[src/rtl/construtor_caminho_if.sv]
// Bundle of the path builder's control, predecessor-memory read port and path-output handshake.
// master is the construtor_caminho side; slave is the controller/memory/consumer side.
interface construtor_caminho_if #(
  parameter int unsigned ADDR_WIDTH = 10,
  parameter int unsigned LEN_WIDTH  = ADDR_WIDTH + 1
);
  logic                  iniciar_in;
  logic [ADDR_WIDTH-1:0] fonte_in;
  logic [ADDR_WIDTH-1:0] destino_in;
  logic                  mem_rd_en_out;
  logic [ADDR_WIDTH-1:0] mem_rd_addr_out;
  logic [ADDR_WIDTH-1:0] mem_rd_data_in;
  logic                  caminho_valid_out;
  logic [ADDR_WIDTH-1:0] caminho_addr_out;
  logic                  caminho_lido_in;
  logic                  ocupado_out;
  logic                  caminho_pronto_out;
  logic [LEN_WIDTH-1:0]  caminho_tamanho_out;
  logic                  erro_out;

  modport master (
    input  iniciar_in, fonte_in, destino_in, mem_rd_data_in, caminho_lido_in,
    output mem_rd_en_out, mem_rd_addr_out, caminho_valid_out, caminho_addr_out,
    output ocupado_out, caminho_pronto_out, caminho_tamanho_out, erro_out
  );

  modport slave (
    output iniciar_in, fonte_in, destino_in, mem_rd_data_in, caminho_lido_in,
    input  mem_rd_en_out, mem_rd_addr_out, caminho_valid_out, caminho_addr_out,
    input  ocupado_out, caminho_pronto_out, caminho_tamanho_out, erro_out
  );
endinterface

[src/rtl/construtor_caminho.sv]
// Walks the predecessor memory from destino back to fonte, emitting each node over valid/lido.
// Define CONSTRUTOR_CAMINHO_LIMITE_EN to enable the MAX_PASSOS runaway-loop guard (ERRO state).
module construtor_caminho #(
  parameter int unsigned ADDR_WIDTH = 10,
  parameter int unsigned LEN_WIDTH  = ADDR_WIDTH + 1,
  parameter int unsigned MAX_PASSOS = 1 << ADDR_WIDTH
) (
  input  logic                  clk,
  input  logic                  rst_n,
  construtor_caminho_if.master  bus
);

  typedef enum logic [2:0] {
    StOcioso,
    StEmitir,
    StEspera,
`ifdef CONSTRUTOR_CAMINHO_LIMITE_EN
    StErro,
`endif
    StFim
  } estado_e;

  estado_e               r_estado, w_estado_d;
  logic [ADDR_WIDTH-1:0] r_atual, w_atual_d;
  logic [ADDR_WIDTH-1:0] r_fonte, w_fonte_d;
  logic [ADDR_WIDTH-1:0] r_rd_addr, w_rd_addr_d;
  logic [LEN_WIDTH-1:0]  r_tamanho, w_tamanho_d;
  logic                  w_rd_en;
  logic                  w_transfer;
  logic [LEN_WIDTH-1:0]  w_tamanho_inc;

  assign w_transfer    = (r_estado == StEmitir) && bus.caminho_lido_in;
  // Saturate instead of wrapping so a huge walk never reports a short length.
  assign w_tamanho_inc = (&r_tamanho) ? r_tamanho : r_tamanho + 1'b1;

  always_comb begin
    w_estado_d  = r_estado;
    w_atual_d   = r_atual;
    w_fonte_d   = r_fonte;
    w_rd_addr_d = r_rd_addr;
    w_tamanho_d = r_tamanho;
    w_rd_en     = 1'b0;
    case (r_estado)
      StEmitir: begin
        if (w_transfer) begin
          w_tamanho_d = w_tamanho_inc;
          if (r_atual == r_fonte) begin
            w_estado_d = StFim;
          end
`ifdef CONSTRUTOR_CAMINHO_LIMITE_EN
          else if (32'(r_tamanho) + 32'd1 == MAX_PASSOS) begin
            w_estado_d = StErro;
          end
`endif
          else begin
            w_rd_en     = 1'b1;
            w_rd_addr_d = r_atual;
            w_estado_d  = StEspera;
          end
        end
      end
      StEspera: begin
        w_atual_d  = bus.mem_rd_data_in;
        w_estado_d = StEmitir;
      end
      // Idle, done and error all accept a fresh start.
      default: begin
        if (bus.iniciar_in) begin
          w_fonte_d   = bus.fonte_in;
          w_atual_d   = bus.destino_in;
          w_tamanho_d = '0;
          w_estado_d  = StEmitir;
        end
      end
    endcase
  end

  always_ff @(posedge clk or negedge rst_n) begin
    if (!rst_n) begin
      r_estado  <= StOcioso;
      r_atual   <= '0;
      r_fonte   <= '0;
      r_rd_addr <= '0;
      r_tamanho <= '0;
    end else begin
      r_estado  <= w_estado_d;
      r_atual   <= w_atual_d;
      r_fonte   <= w_fonte_d;
      r_rd_addr <= w_rd_addr_d;
      r_tamanho <= w_tamanho_d;
    end
  end

  assign bus.mem_rd_en_out       = w_rd_en;
  assign bus.mem_rd_addr_out     = w_rd_addr_d;
  assign bus.caminho_valid_out   = (r_estado == StEmitir);
  assign bus.caminho_addr_out    = r_atual;
  assign bus.ocupado_out         = (r_estado == StEmitir) || (r_estado == StEspera);
  assign bus.caminho_pronto_out  = (r_estado == StFim);
  assign bus.caminho_tamanho_out = r_tamanho;
`ifdef CONSTRUTOR_CAMINHO_LIMITE_EN
  assign bus.erro_out            = (r_estado == StErro);
`else
  assign bus.erro_out            = 1'b0;
`endif

endmodule

[src/flat_wrapper.sv]
// flat-port wrapper written by rule: the top's interface ports become plain ports
module construtor_caminho_flat 
#(
  parameter int unsigned ADDR_WIDTH = 10,
  parameter int unsigned LEN_WIDTH  = ADDR_WIDTH + 1,
  parameter int unsigned MAX_PASSOS = 1 << ADDR_WIDTH
)
  (clk, rst_n, bus_iniciar_in, bus_fonte_in, bus_destino_in, bus_mem_rd_data_in, bus_caminho_lido_in, bus_mem_rd_en_out, bus_mem_rd_addr_out, bus_caminho_valid_out, bus_caminho_addr_out, bus_ocupado_out, bus_caminho_pronto_out, bus_caminho_tamanho_out, bus_erro_out);
  construtor_caminho_if #(.ADDR_WIDTH(ADDR_WIDTH), .LEN_WIDTH(LEN_WIDTH)) bus_i ();
  input  logic clk;
  input  logic rst_n;
  input wire logic [$bits(bus_i.iniciar_in)-1:0] bus_iniciar_in;
  input wire logic [$bits(bus_i.fonte_in)-1:0] bus_fonte_in;
  input wire logic [$bits(bus_i.destino_in)-1:0] bus_destino_in;
  input wire logic [$bits(bus_i.mem_rd_data_in)-1:0] bus_mem_rd_data_in;
  input wire logic [$bits(bus_i.caminho_lido_in)-1:0] bus_caminho_lido_in;
  output wire logic [$bits(bus_i.mem_rd_en_out)-1:0] bus_mem_rd_en_out;
  output wire logic [$bits(bus_i.mem_rd_addr_out)-1:0] bus_mem_rd_addr_out;
  output wire logic [$bits(bus_i.caminho_valid_out)-1:0] bus_caminho_valid_out;
  output wire logic [$bits(bus_i.caminho_addr_out)-1:0] bus_caminho_addr_out;
  output wire logic [$bits(bus_i.ocupado_out)-1:0] bus_ocupado_out;
  output wire logic [$bits(bus_i.caminho_pronto_out)-1:0] bus_caminho_pronto_out;
  output wire logic [$bits(bus_i.caminho_tamanho_out)-1:0] bus_caminho_tamanho_out;
  output wire logic [$bits(bus_i.erro_out)-1:0] bus_erro_out;
  assign bus_i.iniciar_in = bus_iniciar_in;
  assign bus_i.fonte_in = bus_fonte_in;
  assign bus_i.destino_in = bus_destino_in;
  assign bus_i.mem_rd_data_in = bus_mem_rd_data_in;
  assign bus_i.caminho_lido_in = bus_caminho_lido_in;
  assign bus_mem_rd_en_out = bus_i.mem_rd_en_out;
  assign bus_mem_rd_addr_out = bus_i.mem_rd_addr_out;
  assign bus_caminho_valid_out = bus_i.caminho_valid_out;
  assign bus_caminho_addr_out = bus_i.caminho_addr_out;
  assign bus_ocupado_out = bus_i.ocupado_out;
  assign bus_caminho_pronto_out = bus_i.caminho_pronto_out;
  assign bus_caminho_tamanho_out = bus_i.caminho_tamanho_out;
  assign bus_erro_out = bus_i.erro_out;
  construtor_caminho #(.ADDR_WIDTH(ADDR_WIDTH), .LEN_WIDTH(LEN_WIDTH), .MAX_PASSOS(MAX_PASSOS)) u_core (.clk(clk), .rst_n(rst_n), .bus(bus_i));
endmodule
[config.mk]
export PLATFORM = sky130hd
export DESIGN_NAME = construtor_caminho_flat
export DESIGN_NICKNAME = d
export VERILOG_FILES = /design/src/rtl/construtor_caminho_if.sv /design/src/rtl/construtor_caminho.sv /design/src/flat_wrapper.sv
export SDC_FILE = /design/constraint.sdc
export NUM_CORES = 1
export LEC_CHECK = 0
export BUFFER_PORTS_ARGS = -buffer_cell sky130_fd_sc_hd__buf_2
export CORE_MARGIN = 8
export CORE_UTILIZATION = 50
export CTS_CLUSTER_SIZE = 10
export DETAILED_ROUTE_END_ITERATION = 10
export PLACE_DENSITY = 0.79
export SLEW_MARGIN = 40
export SYNTH_ARGS = -nofsm -noshare
export SYNTH_HDL_FRONTEND = slang
export SYNTH_SLANG_ARGS = --single-unit
[constraint.sdc]
create_clock -name clk -period 2.6 [get_ports clk]
set_clock_uncertainty 0.2 [all_clocks]
set_input_delay 0.39 -clock clk [delete_from_list [all_inputs] [get_ports clk]]
set_output_delay 0.39 -clock clk [all_outputs]
set_load 0.1 [all_outputs]
# Word level (Yosys, flattened, before mapping)
# Cells that the tools add are included.
# classes
n_addsub,1
reduce_logical,11
n_bitwise,3
n_mux,16
n_eq_ne,6
# ops
op,n
$mux W10,4
$mux W11,3
$pmux W11 S2,1
$pmux W10 S2,1
$add A11 B1 Y11 const B,1
$reduce_and A11 Y1,1
$eq A10 B10 Y1,1
$eq A3 B2 Y1 const B,2
$mux W3,2
$pmux W3 S2,1
$reduce_and A2 Y1,3
$mux W1,4
$reduce_and A4 Y1,1
$reduce_bool A2 Y1,2
$eq A3 B1 Y1 const B,1
$not A1 Y1,3
$reduce_bool A3 Y1,1
$ne A2 B1 Y1 const B,1
$ne A2 B2 Y1 const B,1
$reduce_or A2 Y1,1
$logic_and A1 B1 Y1,1
$logic_or A1 B1 Y1,1
# word_totals
output_inout_bits,36
input_bits,34
regBits,44
elab_cells,42

# Longest topological paths before layout
# depth
ltp_word,4
depth_mapped,7
mapped_depth_nobuf,6

# Worst setup path before layout
# No wires, ideal clock.
# synth_timing
kind,register to output
from,register u_core.r_estado[1]
to,output bus_mem_rd_addr_out[1]
t_required_ns,2.010
path_stages_with_launch,7
slack_ns,-0.624
t_arrival_ns,2.634
path_cell_list,dfrtp_1 > inv_1 > ha_1 > nand2_1 > a41oi_1 > buf_6 > mux2_4
# synth_via
elab_chain_cells,4
# synth_lines
element,line,text
from (decl),construtor_caminho.sv:23,"estado_e r_estado, w_estado_d;"
from (signal assigned),construtor_caminho.sv:80,r_estado <= StOcioso;
from (signal assigned),construtor_caminho.sv:86,r_estado <= w_estado_d;
$eq A3 B1 Y1 *,--,
net bus_caminho_valid_out,flat_wrapper.sv:19,output wire logic [$bits(bus_i.caminho_valid_out)-1:0] bus_caminho_valid_out;
$logic_and A1 B1 Y1,construtor_caminho.sv:32,assign w_transfer = (r_estado == StEmitir) && bus.caminho_lido_in;
$mux W10,construtor_caminho.sv:45,if (w_transfer) begin
$mux W10 *,construtor_caminho.sv:43,case (r_estado)
to (decl),flat_wrapper.sv:18,output wire logic [$bits(bus_i.mem_rd_addr_out)-1:0] bus_mem_rd_addr_out;
# The timed path passes the listed nets; every way through them passes the cells marked *.

# Worst setup path in the final report
# layout_timing
from,register u_core.r_atual[2] (netlist: u_core.bus.caminho_addr_out[2])
to,output bus_mem_rd_addr_out[9]
# layout_via
elab_chain_cells,4
# layout_lines
element,line,text
from (decl),construtor_caminho.sv:24,"logic [ADDR_WIDTH-1:0] r_atual, w_atual_d;"
from (signal assigned),construtor_caminho.sv:87,r_atual <= w_atual_d;
$eq A10 B10 Y1,construtor_caminho.sv:47,if (r_atual == r_fonte) begin
$mux W10,construtor_caminho.sv:47,
$mux W10,construtor_caminho.sv:45,
$mux W10,construtor_caminho.sv:43,
# Every way passes these cells.

==> results.yml <==
timing:
  worst_slew_pin_slew_ns: 0.659
  fmax_ghz: 0.367
  slew_violations: 0
  rsz0062_at_grt: "yes"
  tns_ns: -1.13
  min_period_over_period: 1.05
  hold_viol_final: 0
  slew_headroom: 0.561
  fin_ws_ns: -0.124
  finalSetupViolations: 10
  fin_crit_ns: 2.72
die:
  start_util: 0.522
  core_area_sq_um: 4000
  rows: 23
  ioPinCount: 70
  die_h_microns: 80.6
  die_x_microns: 80.6
  dieArea_sq_um: 6500
synth:
  ys_ff_latch: 43
  syn_inst: 180
  synth-edff-count: 0
  ys_seq_area_frac: 0.515
  async_flop_share: 1.00
  synth_area_sq_um: 2090
  synth_warnings: 0
  synthFlopType: "dfrtp_1"
  syn-num-nets: 218
  ys_types: 38
  avgSynthCellArea_sq_um: 11.6
grt:
  grt_max_degree: 31
  grt_first_pass_wirelength_microns: 8660
  antenna_found_initial: 0
  grt_pass1_vias: 1807
  track_usage: 0.171
  grt.overflow.total: 0
cts:
  cts_max_level: 2
  cts_sinks: 43
  cts_tree: "yes"
  cts_buffers: 5
  root_buffer: "clkbuf_8"
  clk_pin_slew_ns: 0.08
  clock_latency_ns: 0.29
  clockBufferDepth: 2
critical_path:
  crit_arrival_ns: 2.13
  cp_data_required_time_ns: 2.01
  cp-end-kind: "primary output"
  timing.rr.start: "u_core.r_estado[0]"
  reg2reg_depth: 6
  cp_cell_sequence: "xor2_1 > nor4_4 > a41oi_2 > buf_6 > mux2_2 > buf_12"
  cp_max_fo: 5
  critPathBufInv: 2
  crit_path_top_delay_cell: "dfrtp_4"
  crit_type: "reg2out"
  rr_endpoint: "u_core.bus.caminho_tamanho_out[7]"
  path_depth: 6
  cp_top_family: "flip-flops"
  startpoint_type: "flop"
  critPathMaxStageDelay_ns: 0.50
  rrSetupSlack_ns: 0.43
drt:
  via_count: 1689
  drtIter0Drc: 66
  vias_per_cell: 5.40
  wl_microns: 5390
  drt-pass1-iter-count: 6
  drtAntennaViolNets: 0
  avgRoutedWirePerCell_microns: 17.2
  drc: 0
placed_design:
  finalWeightedCongestion: 0.813
  port_buffers: 68
  dpl-instance-area_sq_um: 2720
  hpwl_microns: 3930
min_path:
  hold_start: "bus_fonte_in[7]"
  min_to: "u_core.r_fonte[7]"
  holdPathStages: 2
  min_path_type: "in2reg"
cells_and_area:
  area_growth_pct: 39.9
  antennaDiodeCount: 0
  final_common_cell: "buf_2"
  drive_gt1_frac: 0.479
  design_area_sq_um: 2920
  fillers: 269
  utilization: 0.731
  layout.nets: 300
  seq_area_sq_um: 1100
  layout_common_cells: "buf_2, dfrtp_1, nand2_1, o21ai_0, mux2_2"
  multiInputGateArea_sq_um: 1010
status:
  violations: "setup timing"
  status: "finished, violations left"
flow_run:
  maxCapViolations: 0
-- logic make-up (layout without fill, tap and decap cells) --
logic type	after synthesis	count (layout)	share of synthesized area
buf+inv	11	94	0.0263
compound gates	33	33	0.0958
simple gates	48	48	0.125
mux	30	30	0.170
xor+xnor	10	10	0.0419
flops	43	43	0.515
fa+ha+maj	4	4	0.0240
other cells	1	1	0.00179
-- worst register-to-register path, stage by stage, from the launching register on --
cell	delay, ns
dfrtp_1	0.44
inv_1	0.09
ha_1	0.21
nor2b_1	0.21
nand4_1	0.26
or4_1	0.48
a21oi_1	0.19
-- repair_timing --
item / in CTS / in global routing
endpoints found under the hold margin: 28 / 0
pin swaps: 3 / 2
endpoints found under the setup margin: 10 / 10
setup buffers: 4 / 2
hold buffers: 1 / 0
resized for setup: 4 / 2
-- worst max path at each step --
stage	slack, ns	endpoint	startpoint
final	-0.12	bus_mem_rd_addr_out[9]	u_core.bus.caminho_addr_out[2]
after global routing	-0.21	bus_mem_rd_addr_out[6]	u_core.bus.caminho_addr_out[6]
after CTS	-0.11	bus_mem_rd_addr_out[6]	u_core.bus.caminho_addr_out[2]
after detailed placement	0.12	bus_mem_rd_addr_out[6]	u_core.bus.caminho_addr_out[6]
after global placement	0.11	bus_mem_rd_addr_out[2]	u_core.bus.caminho_addr_out[6]
after floorplan	-0.01	bus_mem_rd_addr_out[1]	u_core.bus.caminho_addr_out[0]
-- flip-flops by register name, indices dropped and copies added, names as in the netlist --
signal and count:
u_core.r_estado 2, u_core.r_rd_addr 10, u_core.bus.caminho_tamanho_out 11, u_core.r_fonte 10, u_core.bus.caminho_addr_out 10
-- synthesized netlist by cell type, drive strengths merged (3+ instances only) --
master | instances | area, sq um
nand3 | 3 | 15.0
or4 | 4 | 30.0
xor2 | 8 | 70.1
a31oi | 3 | 18.8
inv | 4 | 15.0
mux2i | 10 | 100
dfrtp | 43 | 1080
ha | 4 | 50.1
o21ai | 14 | 70.1
nand2 | 19 | 71.3
o31ai | 4 | 30.0
mux2 | 20 | 255
buf | 4 | 28.8
nand4 | 3 | 18.8
a21oi | 5 | 25.0
clkbuf | 3 | 11.3
and3 | 6 | 37.5
-- metal layers --
metal | GRT usage | vias up | wire length, microns
li1 | - | 812 | -
met1 | 0.199 | 821 | 2200
met2 | 0.285 | 52 | 2770
met3 | 0.0580 | 4 | 379
met4 | 0.0545 | 0 | 43
met5 | 0 | - | 0
-- through the flow --
step | hold WS (ns) | worst slack, ns | std cells
finish | 0.126 | -0.124 | 313
global route | 0.119 | -0.207 | 313
CTS | 0.118 | -0.112 | 311
detailed placement | 0.260 | 0.123 | 298
global placement | 0.255 | 0.110 | 298
floorplan | -0.106 | -0.0114 | 180
-- cell type report --
| type | count | area share |
|---|---|---|
| clock buffers | 6 | 0.0282 |
| clock inverters | 2 | 0.0120 |
| inverters | 4 | 0.00513 |
| multi-input cells | 126 | 0.344 |
| flip-flops and latches | 43 | 0.377 |
| well taps | 50 | 0.0214 |
| repair buffers | 82 | 0.212 |
Power is left out: the tool's default activity adds up to more than one toggle a clock period on the data nets, which glitch-free logic cannot reach.
